`src/rtl/routing_table_arbiter.sv`:
```
// Shared routing-table lookup engine: round-robin arbitration among input ports,
// one lookup per cycle with single-cycle latency, runtime-writable table.
module routing_table_arbiter #(
  parameter  int N             = 4,
  parameter  int PORTS         = 5,
  parameter  int DATA_WIDTH    = 8,
  parameter  int PhitPerFlit   = 2,
  parameter  int REQUEST_WIDTH = 2,
  localparam int FW            = PhitPerFlit * DATA_WIDTH,
  localparam int DW            = (N > 1) ? $clog2(N) : 1,
  localparam int PW            = (PORTS > 1) ? $clog2(PORTS) : 1
) (
  input  logic                           clk,
  input  logic                           rst,
  input  logic [PORTS-1:0]               req_valid,
  output logic [PORTS-1:0]               req_ready,
  input  logic [PORTS*FW-1:0]            HeadFlit,
  output logic [PORTS-1:0]               resp_valid,
  output logic [PORTS*REQUEST_WIDTH-1:0] RequestMessage,
  output logic [PORTS-1:0]               dest_error,
  input  logic                           cfg_we,
  input  logic [DW-1:0]                  cfg_addr,
  input  logic [REQUEST_WIDTH-1:0]       cfg_data
);

  logic [REQUEST_WIDTH-1:0] entry_q [N];
  logic [PW-1:0]            rr_q;
  logic [PW-1:0]            rr_next;
  logic [PW-1:0]            scan_idx;
  logic [PW-1:0]            grant_idx;
  logic                     grant_any;
  logic [DW-1:0]            grant_dest;
  logic                     dest_oob;
  logic [REQUEST_WIDTH-1:0] lookup_data;

  // Round-robin scan starting at rr_q; a table write blocks all grants that cycle.
  // NOTE: every always_comb output gets a default first so no path can infer a latch.
  always_comb begin
    req_ready = '0;
    grant_idx = '0;
    grant_any = 1'b0;
    scan_idx  = '0;
    if (!rst && !cfg_we) begin
      for (int i = 0; i < PORTS; i++) begin
        scan_idx = PW'((int'(rr_q) + i) % PORTS);
        if (!grant_any && req_valid[scan_idx]) begin
          grant_any           = 1'b1;
          grant_idx           = scan_idx;
          req_ready[scan_idx] = 1'b1;
        end
      end
    end
  end

  assign rr_next = (grant_idx == PW'(PORTS - 1)) ? '0 : grant_idx + PW'(1);

  always_comb begin
    grant_dest = '0;
    for (int p = 0; p < PORTS; p++) begin
      if (req_ready[p]) grant_dest = HeadFlit[p*FW +: DW];
    end
  end

  assign dest_oob    = (int'(grant_dest) >= N);
  assign lookup_data = dest_oob ? '0 : entry_q[grant_dest];

  // NOTE: the table is a register array cleared by reset, so each entry needs the reset branch.
  always_ff @(posedge clk or posedge rst) begin
    if (rst) begin
      for (int i = 0; i < N; i++) entry_q[i] <= '0;
    end else if (cfg_we && (int'(cfg_addr) < N)) begin
      entry_q[cfg_addr] <= cfg_data;
    end
  end

  // The lookup result is registered at the grant edge; reset drops anything in flight.
  // NOTE: sequential state uses non-blocking assignments so all registers update together.
  always_ff @(posedge clk or posedge rst) begin
    if (rst) begin
      rr_q           <= '0;
      resp_valid     <= '0;
      dest_error     <= '0;
      RequestMessage <= '0;
    end else begin
      resp_valid <= req_ready;
      dest_error <= '0;
      if (grant_any) rr_q <= rr_next;
      for (int p = 0; p < PORTS; p++) begin
        if (req_ready[p]) begin
          RequestMessage[p*REQUEST_WIDTH +: REQUEST_WIDTH] <= lookup_data;
          dest_error[p]                                    <= dest_oob;
        end
      end
    end
  end

endmodule
```
`config.mk`:
```
export PLATFORM = sky130hd
export DESIGN_NAME = routing_table_arbiter
export DESIGN_NICKNAME = d
export VERILOG_FILES = /design/src/rtl/routing_table_arbiter.sv
export SDC_FILE = /design/constraint.sdc
export NUM_CORES = 1
export LEC_CHECK = 0
export CORE_MARGIN = 2
export CORE_UTILIZATION = 46
export CTS_CLUSTER_SIZE = 12
export DETAILED_ROUTE_END_ITERATION = 7
export PLACE_DENSITY = 0.93
export SLEW_MARGIN = 30
export SYNTH_ARGS = -nofsm -noshare
export SYNTH_HDL_FRONTEND = slang
export SYNTH_SLANG_ARGS = --single-unit
```
`constraint.sdc`:
```
create_clock -name clk -period 7.84 [get_ports clk]
set_input_delay 1.176 -clock clk [delete_from_list [all_inputs] [get_ports clk]]
set_output_delay 1.176 -clock clk [all_outputs]
set_load 0.03 [all_outputs]
```
==> impl_metrics.py, run 1 <==
metrics = {
    "timing": {
        "period_share": 0.932,
        "rsz0062_at_grt": "no",
        "setup_viol": 0,
        "max_slew_margin": 0.400,
        "fin_setup_tns_ns": 0,
        "fin_skew_ns": 0.00368,
        "hold_violations": 0,
        "drv_slew": 0,
        "fmax_mhz": 137,
        "period_needed_ns": 7.30,
        "tightest_slew_ns": 0.896,
    },
    "logic_synthesis": {
        "synthCells": 400,
        "avgSynthCellArea_um2": 8.15,
        "async_flop_share": 1.00,
        "ys_ff_latch": 26,
        "synthTopCellsByArea": "dfrtp_1 (20%), ha_1 (10%), o21ai_0 (5.5%), nand2_1 (5.4%), nand3_1 (4.0%)",
        "synth_top_area_frac": 0.200,
        "yosysWarnings": 0,
        "syn-cell-area_um2": 3260,
        "synth.distinct_cells": 83,
        "synth_top_cell_by_area": "dfrtp_1",
        "synth_enable_flop_cells": 0,
        "yosysSeqAreaShare": 0.200,
        "synthFlopType": "dfrtp_1",
    },
    "critical_path": {
        "slowest_stage": "clkdlybuf4s50_1",
        "start_kind": "flip-flop",
        "cpPeakStageDelay_ns": 0.68,
        "r2r_end": "rr_q[2]",
        "worstPathArrival_ns": 6.13,
        "reg2reg_depth": 26,
        "critical_path_class": "reg -> out",
        "reg2reg_slack_ns": 1.88,
        "path_cells": "buf_4 > inv_1 > ha_1 > inv_1 > ha_1 > inv_1 > ha_1 > nor3_1 > o21ai_0 > nand2_1 > ha_1 > nand2b_1 > nor3b_1 > a221o_1 > mux2_1 > and3_1 > a211oi_4 > and2_1 > a41o_4 > nand2_1 > inv_1 > clkdlybuf4s50_1",
        "path_max_fanout": 12,
        "end_kind": "output port",
        "worstPathRequired_ns": 6.66,
        "worstReg2RegStart": "rr_q[1]",
    },
    "cts": {
        "cts_num_sinks": 26,
        "cts-buffers-inserted": 3,
        "hold_buffers": 0,
        "cts_setup_buffers": 0,
        "clk_pin_slew_ns": 0.09,
        "clk-insertion-delay-late_ns": 0.27,
        "cts_buffer_depth": 2,
        "root_buffer": "clkbuf_8",
        "ctsResizeCount": 0,
        "cts_tree": "yes",
        "cts.htree.levels": 1,
    },
    "finish": {
        "final_common_cell": "nand2_1",
        "nFillCells": 614,
        "synthToLayoutAreaGrowth_pct": 15.7,
        "final_cell_mix": "nand2_1 (47), clkdlybuf4s50_1 (41), o21ai_0 (36)",
        "drive_gt1_frac": 0.158,
        "layout.nets": 556,
        "num_antenna_cells": 0,
    },
    "grt": {
        "grt_pass1_wl_um": 14400,
        "grt-ovfl-total": 0,
        "grt_pass1_vias": 3051,
        "track_usage": 0.228,
        "grt_max_degree": 27,
        "antenna_found_initial": 0,
    },
    "worst_hold_path": {
        "hold_depth": 2,
        "min_path_type": "reg -> reg",
        "holdPathEnd": "RequestMessage[2]",
        "hp-start": "RequestMessage[2]",
    },
    "placed_design": {
        "post-dp-hpwl_um": 6850,
        "portBuffers": 41,
        "gp_congestion": 0.942,
    },
    "route": {
        "dr.pass1.iters": 7,
        "drcViolationCount": 0,
        "vias": 3345,
        "wl_per_cell_um": 16.7,
        "routed_via_density": 6.28,
        "drt-total-wl_um": 8890,
        "drt_iter0_markers": 398,
        "ant_nets": 0,
    },
    "floorplan": {
        "fp-row-count": 30,
        "dieArea_um2": 7770,
        "die_w_um": 88.2,
        "die_h_um": 88.2,
        "core_area_um2": 6830,
        "io_pins": 117,
        "start_util": 0.477,
    },
    "status": {
        "outcome": "finished, final reports clean",
    },
    "flow_run": {
        "maxCapViolCount": 0,
    },
}
critical path, delay by kind of cell (launching register included):
kind / cells / cell delay [ns]
AND/OR/NAND/NOR: 7 / 1.50
buffers and inverters: 6 / 1.46
adder cells (fa/ha/maj): 4 / 1.08
AO/OA/AOI/OAI: 4 / 1.06
multiplexers: 1 / 0.38
flip-flops: 1 / 0.36
area by class of cell:
| cell class | count | area, um^2 | area share |
|---|---|---|---|
| multi-input combinational | 334 | 2400 | 0.637 |
| sequential | 26 | 651 | 0.173 |
| timing repair buffer | 44 | 433 | 0.115 |
| tap | 96 | 120 | 0.0319 |
| inverter | 29 | 109 | 0.0289 |
| clock buffer | 4 | 55.1 | 0.0146 |
layer usage:
metal  track usage  up-vias  wire length, um
met5             0        -                0
met4        0.0592        0              282
met3        0.0292       39              657
met2         0.390      189             4400
met1         0.302     1571             3540
li1              -     1546                -
how the worst max path moves through the flow:
| stage | start | to | slack [ns] | cells after the start |
|---|---|---|---|---|
| 2_1_floorplan | rr_q[0] | req_ready[3] | 1.81 | 22 |
| 3_3_place_gp | rr_q[1] | req_ready[2] | 1.12 | 20 |
| 3_5_place_dp | rr_q[1] | req_ready[3] | 0.92 | 22 |
| 4_1_cts | rr_q[1] | req_ready[3] | 0.60 | 22 |
| 5_1_grt | rr_q[1] | req_ready[3] | 0.13 | 22 |
| 6_report | rr_q[1] | req_ready[3] | 0.54 | 22 |
cell families after synthesis:
kind of cell,count (synthesis),share of synthesized area
AOI/OAI and AO/OA,122,0.291
muxes,20,0.0741
buffers and inverters,44,0.0676
other,1,0.00115
and+or+nand+nor,151,0.235
DFF,26,0.200
adders and majority gates,26,0.0998
xor gates and xnor gates,10,0.0315
flip-flops by register name, summed over array words and instances, names as in the netlist:
register	count
entry_q	8
rr_q	3
resp_valid	5
RequestMessage	10
stage by stage:
| stage | util | setup slack (ns) | instance area (um^2) | std cells | hold WS, ns |
|---|---|---|---|---|---|
| 6_report | 0.552 | 0.536 | 3770 | 533 | 0.501 |
| 5_1_grt | 0.552 | 0.126 | 3770 | 533 | 0.533 |
| 4_1_cts | 0.552 | 0.602 | 3770 | 533 | 0.508 |
| 3_5_place_dp | 0.544 | 0.923 | 3710 | 529 | 0.487 |
| 3_3_place_gp | 0.544 | 1.12 | 3710 | 529 | 0.488 |
| 2_1_floorplan | - | 1.81 | 3270 | 404 | 0.479 |
synthesized netlist by cell type, types with 6 or more instances:
cell / number
mux2i_1: 8
nand2_1: 47
mux2_2: 8
o21ai_0: 36
inv_1: 26
nand3_1: 26
nor3_1: 9
a21oi_2: 6
and2_1: 8
nor2_1: 26
xnor2_1: 7
dfrtp_1: 26
ha_1: 26
a21oi_1: 12
o211ai_1: 9
Power of run 1 is left out: the tool's default activity adds up to more than one toggle a clock period on the data nets, which glitch-free logic cannot reach.
==> inputs of run 2 (changes only) <==
Settings changed: PLACE_DENSITY 0.93 to 0.82.
Clock period 7.84 ns to 7.02 ns, I/O delays scaled along.
==> impl_metrics.py, run 2 (synthesized netlist as in run 1, its figures left out) <==
metrics = {
    "placed_design": {
        "post-dp-hpwl_um": 6430,
        "portBuffers": 41,
        "gp_congestion": 0.975,
    },
    "floorplan": {
        "dieArea_um2": 7770,
        "die_h_um": 88.2,
        "core_area_um2": 6830,
        "fp-row-count": 30,
        "start_util": 0.477,
        "die_w_um": 88.2,
        "io_pins": 117,
    },
    "critical_path": {
        "cp_top_family": "simple AND/OR/NAND/NOR gates",
        "slowest_stage": "ha_1",
        "worstPathRequired_ns": 5.97,
        "path_buf_inv": 5,
        "cpPeakStageDelay_ns": 0.41,
        "start_kind": "flip-flop",
        "cp.depth": 21,
        "path_max_fanout": 7,
        "reg2reg_depth": 23,
        "end_kind": "output port",
        "worstPathArrival_ns": 5.33,
        "path_cells": "inv_1 > ha_1 > inv_1 > ha_1 > inv_1 > ha_1 > nor3_1 > or3_1 > nand2_1 > ha_1 > nand2b_1 > nor3b_1 > a221o_1 > mux2_1 > and3_1 > a211oi_4 > and2_1 > a41o_4 > nand2_1 > inv_1 > buf_4",
        "critical_path_class": "reg -> out",
    },
    "cts": {
        "hold_buffers": 0,
        "cts_setup_buffers": 0,
        "clk_pin_slew_ns": 0.09,
        "cts-buffers-inserted": 3,
        "ctsResizeCount": 0,
        "root_buffer": "clkbuf_8",
        "cts.htree.levels": 1,
        "cts_buffer_depth": 2,
        "cts_num_sinks": 26,
        "clk-insertion-delay-late_ns": 0.27,
        "cts_tree": "yes",
    },
    "flow_run": {
        "maxCapViolCount": 0,
    },
    "finish": {
        "layout.nets": 557,
        "final_cell_mix": "nand2_1 (47), o21ai_0 (36), clkdlybuf4s50_1 (36)",
        "largest_reg_flops": 10,
        "num_antenna_cells": 0,
        "nFillCells": 619,
        "synthToLayoutAreaGrowth_pct": 16.1,
        "top_regs": "RequestMessage x10, entry_q x8, resp_valid x5",
        "top_register": "RequestMessage",
        "drive_gt1_frac": 0.171,
        "final_common_cell": "nand2_1",
    },
    "route": {
        "wl_per_cell_um": 15.3,
        "dr.pass1.iters": 5,
        "drt_iter0_markers": 394,
        "routed_via_density": 5.93,
        "drt-total-wl_um": 8170,
        "drcViolationCount": 0,
        "vias": 3168,
        "ant_nets": 0,
    },
    "grt": {
        "grt-ovfl-total": 0,
        "grt_pass1_wl_um": 13500,
        "grt_pass1_vias": 2930,
        "track_usage": 0.215,
        "grt_max_degree": 27,
        "antenna_found_initial": 0,
    },
    "timing": {
        "period_share": 0.909,
        "fin_skew_ns": 0.00330,
        "drv_slew": 0,
        "fin_setup_tns_ns": 0,
        "fmax_mhz": 157,
        "rsz0062_at_grt": "no",
        "tightest_slew_ns": 0.861,
        "setup_viol": 0,
        "period_needed_ns": 6.38,
        "hold_violations": 0,
        "max_slew_margin": 0.424,
    },
    "worst_hold_path": {
        "hold_depth": 2,
        "min_path_type": "reg -> reg",
    },
    "status": {
        "outcome": "finished, final reports clean",
    },
}
## run 2: cell count changes in the layout (fill, tap and decap cells not counted), sizes merged
cell,before,now
clkbuf,4,3
buf,3,9
bufinv,0,1
clkdlybuf4s50,41,36
## run 2: per-layer routing
metal	track usage	part of all wire
met1	0.299	0.44
met2	0.362	0.48
met3	0.0254	0.060
met4	0.0441	0.020
met5	0	0
## run 2: cell type report
type / count / area (um^2) / area share
multi-input combinational: 334 / 2400 / 0.635
sequential: 26 / 651 / 0.172
timing repair buffer: 45 / 428 / 0.113
tap: 96 / 120 / 0.0318
inverter: 29 / 109 / 0.0288
clock buffer: 3 / 41.3 / 0.0109
clock inverter: 1 / 30.0 / 0.00794
## run 2: worst paths after layout
check                                    end               from  slack, ns
setup / recovery                req_ready[3]            rr_q[1]       0.64
hold / removal             RequestMessage[1]  RequestMessage[1]       0.50
setup reg to reg           RequestMessage[5]            rr_q[0]       1.38
hold reg to reg            RequestMessage[1]  RequestMessage[1]       0.50
max in group asynchronous  RequestMessage[1]                rst       5.45
min in group asynchronous         entry_q[5]                rst       1.19
## run 2: worst min-delay path, stage by stage (launching register included)
cell and delay [ns]:
dfrtp_1 0.35, nand2_1 0.05, nand3_1 0.07
## run 2: per-stage QoR
step                      utilization  hold slack (ns)  cells  instance area, um^2  worst slack (ns)
after floorplan                     -            0.479    404                 3270              1.11
after global placement          0.543            0.482    530                 3710              1.09
after detailed placement        0.543            0.479    530                 3710             0.965
after CTS                       0.553            0.502    534                 3780             0.641
after global routing            0.553            0.536    534                 3780            0.0814
final                           0.553            0.497    534                 3780             0.640
Power of run 2 is left out for the same reason.
==> inputs of run 3 (changes only) <==
Settings changed: ABC_AREA set to 1, CORE_UTILIZATION 46 to 45, SLEW_MARGIN 30 to 20.
==> impl_metrics.py, run 3 <==
metrics = {
    "cts": {
        "ctsResizeCount": 0,
        "cts-buffers-inserted": 3,
        "cts_num_sinks": 26,
        "cts_setup_buffers": 0,
        "clk-insertion-delay-late_ns": 0.27,
        "cts_tree": "yes",
        "cts.htree.levels": 1,
        "hold_buffers": 0,
        "cts_buffer_depth": 2,
        "clk_pin_slew_ns": 0.09,
        "root_buffer": "clkbuf_8",
    },
    "timing": {
        "rsz0062_at_grt": "no",
        "fmax_mhz": 156,
        "period_needed_ns": 6.42,
        "max_slew_margin": 0.375,
        "finalWorstSetupSlack_ns": 0.596,
        "drv_slew": 0,
        "period_share": 0.915,
        "fin_skew_ns": 0.00116,
        "hold_violations": 0,
        "fin_setup_tns_ns": 0,
        "setup_viol": 0,
        "tightest_slew_ns": 0.931,
    },
    "placed_design": {
        "portBuffers": 41,
        "placedInstanceArea_um2": 3550,
        "dp_worst_setup_slack_ns": 0.944,
        "gp_congestion": 0.918,
        "dp_cells": 599,
        "post-dp-hpwl_um": 6050,
    },
    "floorplan": {
        "fp-row-count": 30,
        "start_util": 0.458,
        "die_h_um": 86.5,
        "die_w_um": 86.5,
        "dieArea_um2": 7480,
        "io_pins": 117,
        "core_area_um2": 6680,
    },
    "finish": {
        "top_register": "RequestMessage",
        "synthToLayoutAreaGrowth_pct": 18.2,
        "drive_gt1_frac": 0.138,
        "fin_area_um2": 3620,
        "final_cell_mix": "nand2_1 (139), nand3_1 (73), inv_1 (60)",
        "top_regs": "RequestMessage x10, entry_q x8, resp_valid x5",
        "largest_reg_flops": 10,
        "layout.nets": 642,
        "final_common_cell": "nand2_1",
        "num_antenna_cells": 0,
        "fin_cells": 603,
    },
    "critical_path": {
        "path_max_fanout": 9,
        "critical_path_class": "reg -> out",
        "worstReg2RegStart": "rr_q[1]",
        "cp_top_family": "simple AND/OR/NAND/NOR gates",
        "path_buf_inv": 6,
        "cpPeakStageDelay_ns": 0.71,
        "worstPathArrival_ns": 5.37,
        "worstPathRequired_ns": 5.97,
        "start_kind": "flip-flop",
        "end_kind": "output port",
        "startpoint": "rr_q[1]",
        "slowest_stage": "clkdlybuf4s50_1",
        "critPathMostFrequentCell": "inv_1",
    },
    "flow_run": {
        "maxCapViolCount": 0,
    },
    "grt": {
        "grt_pass1_wl_um": 12800,
        "grt_pass1_vias": 2922,
        "grt-ovfl-total": 0,
        "track_usage": 0.207,
        "grt_max_degree": 27,
        "antenna_found_initial": 0,
    },
    "power_and_ir_drop": {
        "p_per_area_nw_per_um2": 469,
        "power.total_mw": 1.70,
        "ir_worst_vdd_v": 0.000203,
        "p_leak_nw": 1.97,
    },
    "route": {
        "wl_per_cell_um": 12.3,
        "vias": 3129,
        "drt-total-wl_um": 7450,
        "dr.pass1.iters": 5,
        "drt_iter0_markers": 165,
        "ant_nets": 0,
        "drcViolationCount": 0,
        "routed_via_density": 5.19,
    },
    "worst_hold_path": {
        "min_path_type": "reg -> reg",
        "hp-start": "RequestMessage[5]",
    },
    "logic_synthesis": {
        "syn-cell-area_um2": 3060,
        "synth_enable_flop_cells": 0,
        "synth_top_cell_by_area": "dfrtp_1",
        "async_flop_share": 1.00,
        "synthCells": 480,
        "synth_common_cells": "nand2_1 (139), nand3_1 (73), inv_1 (61)",
        "synth.distinct_cells": 31,
        "synthTopCellsByArea": "dfrtp_1 (21%), nand2_1 (17%), nand3_1 (12%), ha_1 (11%), inv_1 (7.5%)",
        "synthMostInstantiatedCell": "nand2_1",
        "synthFlopType": "dfrtp_1",
        "avgSynthCellArea_um2": 6.38,
        "synth_top_area_frac": 0.212,
        "yosysSeqAreaShare": 0.212,
        "ys_ff_latch": 26,
        "yosysWarnings": 0,
    },
    "status": {
        "outcome": "finished, final reports clean",
    },
}
## run 3: changes by cell type after synthesis, sizes merged, moves of 9 or more
cell,delta
a21oi,-11
nor2,+19
nand2,+109
nand3,+58
a211oi,-9
mux2,-10
inv,+45
o211ai,-9
and2,-9
## run 3: cell type report
| type | instances | area [um^2] |
|---|---|---|
| repair buffers | 42 | 418 |
| fillers | 637 | 3060 |
| clock buffers | 3 | 41.3 |
| flip-flops and latches | 26 | 651 |
| inverters | 73 | 274 |
| multi-input cells | 378 | 2110 |
| well taps | 80 | 100 |
| clock inverters | 1 | 30.0 |
## run 3: cells by family after synthesis
kind of cell,count (synthesis),share of synthesized area
and+or+nand+nor,298,0.474
buffers and inverters,80,0.105
AOI/OAI and AO/OA,45,0.0903
adders and majority gates,26,0.106
DFF,26,0.212
xor gates and xnor gates,4,0.0114
other,1,0.00122
## run 3: per-layer routing
metal	GRT usage	routed length [um]	share of wire	vias up
li1	-	-	-	1621
met1	0.267	3380	0.45	1423
met2	0.366	3640	0.49	75
met3	0.0219	322	0.043	10
met4	0.0554	109	0.015	0
met5	0	0	0	-
## run 3: final timing paths
check | end | slack, ns | cells after the start
hold / removal | RequestMessage[5] | 0.49 | 2
max in group asynchronous | RequestMessage[1] | 5.39 | 2
min in group asynchronous | RequestMessage[8] | 1.20 | 2
setup / recovery | req_ready[0] | 0.60 | 27
setup reg to reg | RequestMessage[8] | 1.95 | 33
hold reg to reg | RequestMessage[5] | 0.49 | 2
## run 3: power by group
part / leakage, nW / internal, mW / total [mW] / switching, mW
Combinational: 1.59 / 0.447 / 1.36 / 0.911
Sequential: 0.337 / 0.192 / 0.218 / 0.0253
Clock: 0.0357 / 0.0763 / 0.124 / 0.0477
## run 3: worst reg2reg max path, delay by kind of cell, from the launching register on
kind                       cells  cell delay [ns]
adders and majority gates      4             1.03
DFF                            1             0.51
xor gates and xnor gates       1             0.28
buffers and inverters          4             0.56
and+or+nand+nor               24             2.61
## run 3: per-stage QoR
stage | hold WS (ns) | util
after global placement | 0.468 | 0.531
after detailed placement | 0.469 | 0.531
after global routing | 0.521 | 0.542
final | 0.490 | 0.542
after CTS | 0.494 | 0.542
after floorplan | 0.453 | -
Note: power is estimated with default switching activity, not from simulation.
